<file path="src/rtl/mem_stage_pkg.sv">
// Shared LC-3b data types for the memory-access stage: the machine word,
// the two-lane byte-enable mask and small helpers for lane selection.
package lc3b_types;

   localparam int LC3B_WORD_W = 16;

   typedef logic [LC3B_WORD_W-1:0] lc3b_word;
   typedef logic [1:0]             lc3b_mem_wmask;

   // Byte-lane masks; bit 1 selects the high byte.
   localparam lc3b_mem_wmask WMASK_NONE = 2'b00;
   localparam lc3b_mem_wmask WMASK_LOW  = 2'b01;
   localparam lc3b_mem_wmask WMASK_HIGH = 2'b10;
   localparam lc3b_mem_wmask WMASK_WORD = 2'b11;

   // Lane mask for an access: whole word, or the lane picked by address bit 0.
   function automatic lc3b_mem_wmask lane_mask(input logic byte_op, input logic addr_lsb);
      if (!byte_op) begin
         return WMASK_WORD;
      end
      return addr_lsb ? WMASK_HIGH : WMASK_LOW;
   endfunction

   // Zero-extend a byte to a full word.
   function automatic lc3b_word zext_byte(input logic [7:0] b);
      return {8'h00, b};
   endfunction

endpackage

</file>
<file path="src/rtl/mem_stage_if.sv">
// Handshaked data-memory bus between the memory-access stage (master) and
// the data memory (slave). Strobes stay steady until the one-cycle resp.
interface mem_stage_if;

   logic [15:0] dmem_address;
   logic        dmem_read;
   logic        dmem_write;
   logic [1:0]  dmem_byte_enable;
   logic [15:0] dmem_wdata;
   logic [15:0] dmem_rdata;
   logic        dmem_resp;

   modport master (
      output dmem_address,
      output dmem_read,
      output dmem_write,
      output dmem_byte_enable,
      output dmem_wdata,
      input  dmem_rdata,
      input  dmem_resp
   );

   modport slave (
      input  dmem_address,
      input  dmem_read,
      input  dmem_write,
      input  dmem_byte_enable,
      input  dmem_wdata,
      output dmem_rdata,
      output dmem_resp
   );

endinterface

</file>
<file path="src/rtl/mem_stage_byte_align.sv">
// Byte-lane steering for LDB/STB: produces the byte enable, the store data
// and the zero-extended load value. Purely combinational.
module mem_byte_align
   import lc3b_types::*;
(
   input  logic          byte_op,
   input  logic          addr_lsb,
   input  lc3b_word      sr2,
   input  lc3b_word      rdata,
   output lc3b_mem_wmask byte_enable,
   output lc3b_word      wdata,
   output lc3b_word      load_data
);

   genvar gi;

   // A byte store copies sr2[7:0] onto both lanes so whichever lane is
   // enabled carries the byte; a word store passes sr2 through unchanged.
   generate
      for (gi = 0; gi < 2; gi++) begin : g_lane
         assign wdata[gi*8 +: 8] = byte_op ? sr2[7:0] : sr2[gi*8 +: 8];
      end
   endgenerate

   assign byte_enable = lane_mask(byte_op, addr_lsb);

   // Load extraction: whole word, or the addressed byte zero-extended.
   always_comb begin
      load_data = rdata;
      if (byte_op) begin
         load_data = zext_byte(addr_lsb ? rdata[15:8] : rdata[7:0]);
      end
   end

endmodule

</file>
<file path="src/rtl/mem_stage.sv">
// LC-3b pipeline memory-access stage. Sequences plain loads/stores, the
// two-access indirect LDI/STI and the TRAP vector read against a handshaked
// data memory, stalling the upstream pipeline until the access completes.
module mem_stage
   import lc3b_types::*;
#(
   parameter int ADDR_W = 16,
   parameter int DATA_W = 16
) (
   input  logic              clk,
   input  logic              reset,
   input  logic              valid_in,
   input  logic              mem_read,
   input  logic              mem_write,
   input  logic              indirect,
   input  logic              byte_op,
   input  logic              trap,
   input  logic [ADDR_W-1:0] alu_out,
   input  logic [DATA_W-1:0] sr2,
   input  logic [ADDR_W-1:0] trap_vect8,
   mem_stage_if.master       dmem,
   output logic [DATA_W-1:0] mem_data,
   output logic              stall,
   output logic              done
);

   typedef enum logic [1:0] {
      ST_IDLE,
      ST_IND,
      ST_ACC,
      ST_DONE
   } state_t;

   state_t            state_reg;
   state_t            state_next;
   logic [DATA_W-1:0] ptr_reg;
   logic [DATA_W-1:0] ptr_next;
   logic [DATA_W-1:0] mem_data_reg;
   logic [DATA_W-1:0] mem_data_next;

   logic              op;
   logic              acc_is_read;
   logic              acc_is_write;
   logic              take_indirect;
   logic [ADDR_W-1:0] acc_addr;
   logic              align_byte_op;

   lc3b_mem_wmask     align_be;
   lc3b_word          align_wdata;
   lc3b_word          align_load;

   logic [ADDR_W-1:0] addr_sel;
   logic              rd_strobe;
   logic              wr_strobe;
   lc3b_mem_wmask     be_sel;

   // Operation decode. A read wins over a simultaneous write, and TRAP is
   // always a word read of the vector table regardless of the other flags.
   assign op            = valid_in & (mem_read | mem_write | trap);
   assign acc_is_read   = trap | mem_read;
   assign acc_is_write  = ~acc_is_read & mem_write;
   assign take_indirect = indirect & ~trap;
   assign align_byte_op = byte_op & ~trap;
   assign acc_addr      = trap ? trap_vect8 : (take_indirect ? ptr_reg : alu_out);

   mem_byte_align u_align (
      .byte_op     (align_byte_op),
      .addr_lsb    (acc_addr[0]),
      .sr2         (sr2),
      .rdata       (dmem.dmem_rdata),
      .byte_enable (align_be),
      .wdata       (align_wdata),
      .load_data   (align_load)
   );

   // State, pointer and load-result registers; reset abandons any access in flight.
   always_ff @(posedge clk or posedge reset) begin
      if (reset) begin
         state_reg    <= ST_IDLE;
         ptr_reg      <= '0;
         mem_data_reg <= '0;
      end else begin
         state_reg    <= state_next;
         ptr_reg      <= ptr_next;
         mem_data_reg <= mem_data_next;
      end
   end

   // Next-state and bus/pipeline control; resp outside IND/ACC is ignored.
   always_comb begin
      state_next    = state_reg;
      ptr_next      = ptr_reg;
      mem_data_next = mem_data_reg;
      addr_sel      = alu_out;
      rd_strobe     = 1'b0;
      wr_strobe     = 1'b0;
      be_sel        = WMASK_NONE;
      stall         = 1'b0;
      done          = 1'b0;

      case (state_reg)
         ST_IDLE: begin
            // Reset is asynchronous, so the stall it would otherwise raise
            // for a waiting op is masked while it is held.
            stall = op & ~reset;
            if (op) begin
               state_next = take_indirect ? ST_IND : ST_ACC;
            end
         end

         ST_IND: begin
            // Pointer fetch is always a full-word read at the EX address.
            stall     = 1'b1;
            rd_strobe = 1'b1;
            addr_sel  = alu_out;
            be_sel    = WMASK_WORD;
            if (dmem.dmem_resp) begin
               ptr_next   = dmem.dmem_rdata;
               state_next = ST_ACC;
            end
         end

         ST_ACC: begin
            stall     = 1'b1;
            rd_strobe = acc_is_read;
            wr_strobe = acc_is_write;
            addr_sel  = acc_addr;
            be_sel    = align_be;
            if (dmem.dmem_resp) begin
               if (acc_is_read) begin
                  mem_data_next = align_load;
               end
               state_next = ST_DONE;
            end
         end

         ST_DONE: begin
            // Upstream registers advance on this cycle.
            done       = 1'b1;
            state_next = ST_IDLE;
         end

         default: begin
            state_next = ST_IDLE;
         end
      endcase
   end

   assign dmem.dmem_address     = addr_sel;
   assign dmem.dmem_read        = rd_strobe;
   assign dmem.dmem_write       = wr_strobe;
   assign dmem.dmem_byte_enable = be_sel;
   assign dmem.dmem_wdata       = align_wdata;

   assign mem_data = mem_data_reg;

endmodule

</file>
<file path="src/flat_wrapper.sv">
// flat-port wrapper written by rule: the top's interface ports become plain ports
module mem_stage_flat import lc3b_types::*;
#(
   parameter int ADDR_W = 16,
   parameter int DATA_W = 16
)
  (clk, reset, valid_in, mem_read, mem_write, indirect, byte_op, trap, alu_out, sr2, trap_vect8, mem_data, stall, done, dmem_dmem_address, dmem_dmem_read, dmem_dmem_write, dmem_dmem_byte_enable, dmem_dmem_wdata, dmem_dmem_rdata, dmem_dmem_resp);
  mem_stage_if dmem_i ();
  input  logic clk;
  input  logic reset;
  input  logic valid_in;
  input  logic mem_read;
  input  logic mem_write;
  input  logic indirect;
  input  logic byte_op;
  input  logic trap;
  input  logic [ADDR_W-1:0] alu_out;
  input  logic [DATA_W-1:0] sr2;
  input  logic [ADDR_W-1:0] trap_vect8;
  output logic [DATA_W-1:0] mem_data;
  output logic stall;
  output logic done;
  output wire logic [$bits(dmem_i.dmem_address)-1:0] dmem_dmem_address;
  output wire logic [$bits(dmem_i.dmem_read)-1:0] dmem_dmem_read;
  output wire logic [$bits(dmem_i.dmem_write)-1:0] dmem_dmem_write;
  output wire logic [$bits(dmem_i.dmem_byte_enable)-1:0] dmem_dmem_byte_enable;
  output wire logic [$bits(dmem_i.dmem_wdata)-1:0] dmem_dmem_wdata;
  input wire logic [$bits(dmem_i.dmem_rdata)-1:0] dmem_dmem_rdata;
  input wire logic [$bits(dmem_i.dmem_resp)-1:0] dmem_dmem_resp;
  assign dmem_dmem_address = dmem_i.dmem_address;
  assign dmem_dmem_read = dmem_i.dmem_read;
  assign dmem_dmem_write = dmem_i.dmem_write;
  assign dmem_dmem_byte_enable = dmem_i.dmem_byte_enable;
  assign dmem_dmem_wdata = dmem_i.dmem_wdata;
  assign dmem_i.dmem_rdata = dmem_dmem_rdata;
  assign dmem_i.dmem_resp = dmem_dmem_resp;
  mem_stage #(.ADDR_W(ADDR_W), .DATA_W(DATA_W)) u_core (.clk(clk), .reset(reset), .valid_in(valid_in), .mem_read(mem_read), .mem_write(mem_write), .indirect(indirect), .byte_op(byte_op), .trap(trap), .alu_out(alu_out), .sr2(sr2), .trap_vect8(trap_vect8), .dmem(dmem_i), .mem_data(mem_data), .stall(stall), .done(done));
endmodule
</file>
<file path="config.mk">
export PLATFORM = sky130hd
export DESIGN_NAME = mem_stage_flat
export DESIGN_NICKNAME = d
export VERILOG_FILES = /design/src/rtl/mem_stage_pkg.sv /design/src/rtl/mem_stage_if.sv /design/src/rtl/mem_stage_byte_align.sv /design/src/rtl/mem_stage.sv /design/src/flat_wrapper.sv
export SDC_FILE = /design/constraint.sdc
export NUM_CORES = 1
export LEC_CHECK = 0
export CAP_MARGIN = 15
export CORE_MARGIN = 4
export CORE_UTILIZATION = 34
export CTS_CLUSTER_SIZE = 24
export DETAILED_ROUTE_END_ITERATION = 8
export GPL_TIMING_DRIVEN = 0
export PLACE_DENSITY = 0.74
export SLEW_MARGIN = 20
export SYNTH_ARGS = -nofsm -noshare
export SYNTH_HDL_FRONTEND = slang
export SYNTH_SLANG_ARGS = --single-unit
</file>
<file path="constraint.sdc">
create_clock -name clk -period 1.81 [get_ports clk]
set_input_delay 0.362 -clock clk [delete_from_list [all_inputs] [get_ports clk]]
set_output_delay 0.362 -clock clk [all_outputs]
set_load 0.05 [all_outputs]
</file>
==> flow_summary.json <==
{
  "routed.top_layer": "met4",
  "grt_max_degree": 18,
  "p_switching_uw": 3760,
  "switching_share": 0.496,
  "wl_per_cell_um": 19.3,
  "vdd_drop_max_mv": 1.11,
  "dieWidth_um": 86.7,
  "critical_path_required_ns": 1.45,
  "fin_crit_ns": 2.06,
  "core-area_sq_um": 5960,
  "synth-seq-cells": 34,
  "grt_pass1_wl_um": 13900,
  "synth_area_leaders": "dfrtp_1 (40%), o22ai_1 (9.5%), mux2_2 (9.1%)",
  "p_clk_frac": 0.094,
  "internal-power_uw": 3830,
  "synth_area_per_cell_sq_um": 8.77,
  "drv_cap": 0,
  "violations": "negative setup slack",
  "cp.arrival_ns": 1.69,
  "hp-class": "in -> async",
  "tightest_slew_ns": 0.786,
  "syn-instance-count": 240,
  "htree_levels": 2,
  "synthToLayoutAreaGrowth_pct": 103,
  "startpoint_type": "register",
  "fin_util": 0.716,
  "start_util": 0.353,
  "p_leak_uw": 0.00184,
  "yosys_warnings": 0,
  "routed-wl-met3_um": 725,
  "slowest_stage": "dfrtp_1",
  "cp_max_fo": 8,
  "cts_root_buf": "clkbuf_8",
  "outcome": "complete, but fails checks",
  "synth.cell_area_sq_um": 2100,
  "cts_num_sinks": 34,
  "overflow": 0,
  "end_kind": "output port",
  "die-area_sq_um": 7510,
  "cp_top_family": "buffers and inverters",
  "skew_ns": 0.00298,
  "clk_pin_slew_ns": 0.07,
  "wl_um": 8940,
  "antenna_left": 0,
  "cp_num_buf_inv": 4,
  "finalCritPeriodShare": 1.14,
  "place_hpwl_um": 6110,
  "drc": 0,
  "rsz0062_at_grt": "true",
  "ys_seq_area_frac": 0.404,
  "drive_gt1_frac": 0.418,
  "path_cells": "inv_2 > ha_4 > buf_12 > nand2_8 > buf_12 > o22ai_2 > a21oi_4 > buf_6",
  "vias": 2499,
  "slew_headroom": 0.473,
  "max_clock_freq_ghz": 0.486,
  "antenna_found_initial": 0,
  "tritoncts": "done",
  "insertion_delay_ns": 0.28,
  "critPathMaxStageDelay_ns": 0.38,
  "grt.total_usage": 0.238,
  "clk_path_buf_depth": 2,
  "place_area_sq_um": 3640,
  "cts_made_buffers": 5,
  "slew_violations": 0,
  "cpMostUsedCell": "buf_12",
  "hold_viol": 0,
  "synthesis.nets": 318,
  "timing.final.ws_setup_ns": -0.246,
  "gp_congestion": 0.866,
  "dr.pass1.iters": 4,
  "place_ws_ns": -1.37,
  "synth_cell_type_count": 28,
  "port_buffers": 125,
  "yosysTopAreaCell": "dfrtp_1",
  "wl_met1_um": 3630,
  "grt_pass1_vias": 2653,
  "comb_power_share": 0.721,
  "powerDensity_nw_per_um2": 1780,
  "diodes": 0,
  "first_iter_violations": 149,
  "finalSetupViolCount": 21,
  "viasPerCell": 5.40,
  "fin_area_sq_um": 4260,
  "die_h_um": 86.7,
  "nets": 466,
  "p_seq_frac": 0.186,
  "path_class": "reg -> out",
  "wl_met2_um": 4460,
  "row_count": 28,
  "synth_top_area_share": 0.404,
  "num_io_pins": 127
}
-- final timing paths --
check | startpoint | to | slack [ns] | depth (start not counted)
setup reg to reg | u_core.state_reg[0] | u_core.mem_data[13] | 0.08 | 8
hold reg to reg | u_core.mem_data[14] | u_core.mem_data[14] | 0.47 | 2
hold / removal | reset | u_core.mem_data[5] | 0.39 | 2
max in group asynchronous | reset | u_core.mem_data[2] | 1.03 | 2
setup / recovery | u_core.state_reg[0] | dmem_dmem_address[9] | -0.25 | 8
min in group clk | u_core.mem_data[14] | u_core.mem_data[14] | 0.47 | 2
-- routing by layer --
metal,vias to the layer above,global-route usage
li1,1168,-
met1,1191,0.283
met2,127,0.419
met3,13,0.0694
met4,0,0.0652
met5,-,0
-- cell families after synthesis --
logic type	after synthesis	synth area share
AO/OA/AOI/OAI	83	0.243
adder cells (fa/ha/maj)	5	0.0297
buffers and inverters	29	0.0767
flip-flops	34	0.404
multiplexers	20	0.108
AND/OR/NAND/NOR	69	0.139
-- synthesized netlist by cell type --
cell type  instances
buf_4              9
a21oi_1           26
a41oi_1            1
nand2b_1           2
buf_2              9
clkbuf_1           3
mux2_2            17
and2b_2            1
o211ai_2           1
inv_1              6
nand2_1           43
o22ai_1           32
dfrtp_1           34
o211a_1            1
nor2_1            12
o21ai_0           10
ha_1               5
buf_6              1
o221ai_4           1
o21a_1             3
mux2i_1            2
nand3b_1           1
or3_4              1
mux2_4             1
and3_1             1
a31oi_1            8
buf_1              1
nand3_1            8
-- through the flow --
| stage | instances | power [uW] | TNS [ns] | hold slack, ns |
|---|---|---|---|---|
| 2_1_floorplan | 240 | 4470 | -0.576 | 0.307 |
| 3_3_place_gp | 440 | 5820 | -36.05 | 0.459 |
| 3_5_place_dp | 440 | 5890 | -36.83 | 0.460 |
| 4_1_cts | 460 | 7350 | -3.55 | 0.395 |
| 5_1_grt | 463 | 7970 | -5.31 | 0.428 |
| 6_report | 463 | 7590 | -3.92 | 0.389 |
-- timing repair --
item                                    4_1_cts  5_1_grt
resized for setup                           293       35
hold buffers                                  0        0
buffers inserted                             12        4
gates cloned                                  2        0
pin swaps                                     3        7
endpoints found under the setup margin       64       36
-- cells in the final DEF, fill, tap and decap left out, types with 3 or more instances in the layout --
cell type,count
clkdlybuf4s50_1,65
nand2_1,40
dfrtp_1,34
buf_4,24
buf_6,23
dlygate4sd2_1,19
mux2_2,16
o22ai_2,15
a21oi_4,14
o21ai_0,10
nor2_1,10
o22ai_1,9
nand3_1,8
a31oi_1,8
a21oi_1,8
clkbuf_4,8
o22ai_4,8
clkbuf_8,6
clkbuf_2,5
buf_12,4
a21oi_2,4
buf_8,4
clkdlybuf4s15_1,4
buf_2,3
ha_4,3
-- power groups by stage --
stage / combinational [uW] / sequential (uW) / clock, uW
after floorplan: 2530 / 1940 / 0
after detailed placement: 4500 / 1390 / 0
final: 5470 / 1410 / 712
after CTS: 5230 / 1400 / 725
after global routing: 5760 / 1440 / 764
after global placement: 4440 / 1380 / 0
-- final cells by class --
type / count / area [sq um]
timing repair inverter: 1 / 5.00
fill: 419 / 1690
tap: 75 / 93.8
inverter: 6 / 36.3
multi-input combinational: 177 / 1570
timing repair buffer: 141 / 1380
clock inverter: 1 / 30.0
sequential: 34 / 851
clock buffer: 6 / 82.6
buffer: 22 / 213
Note: power is estimated with default switching activity, not from simulation.
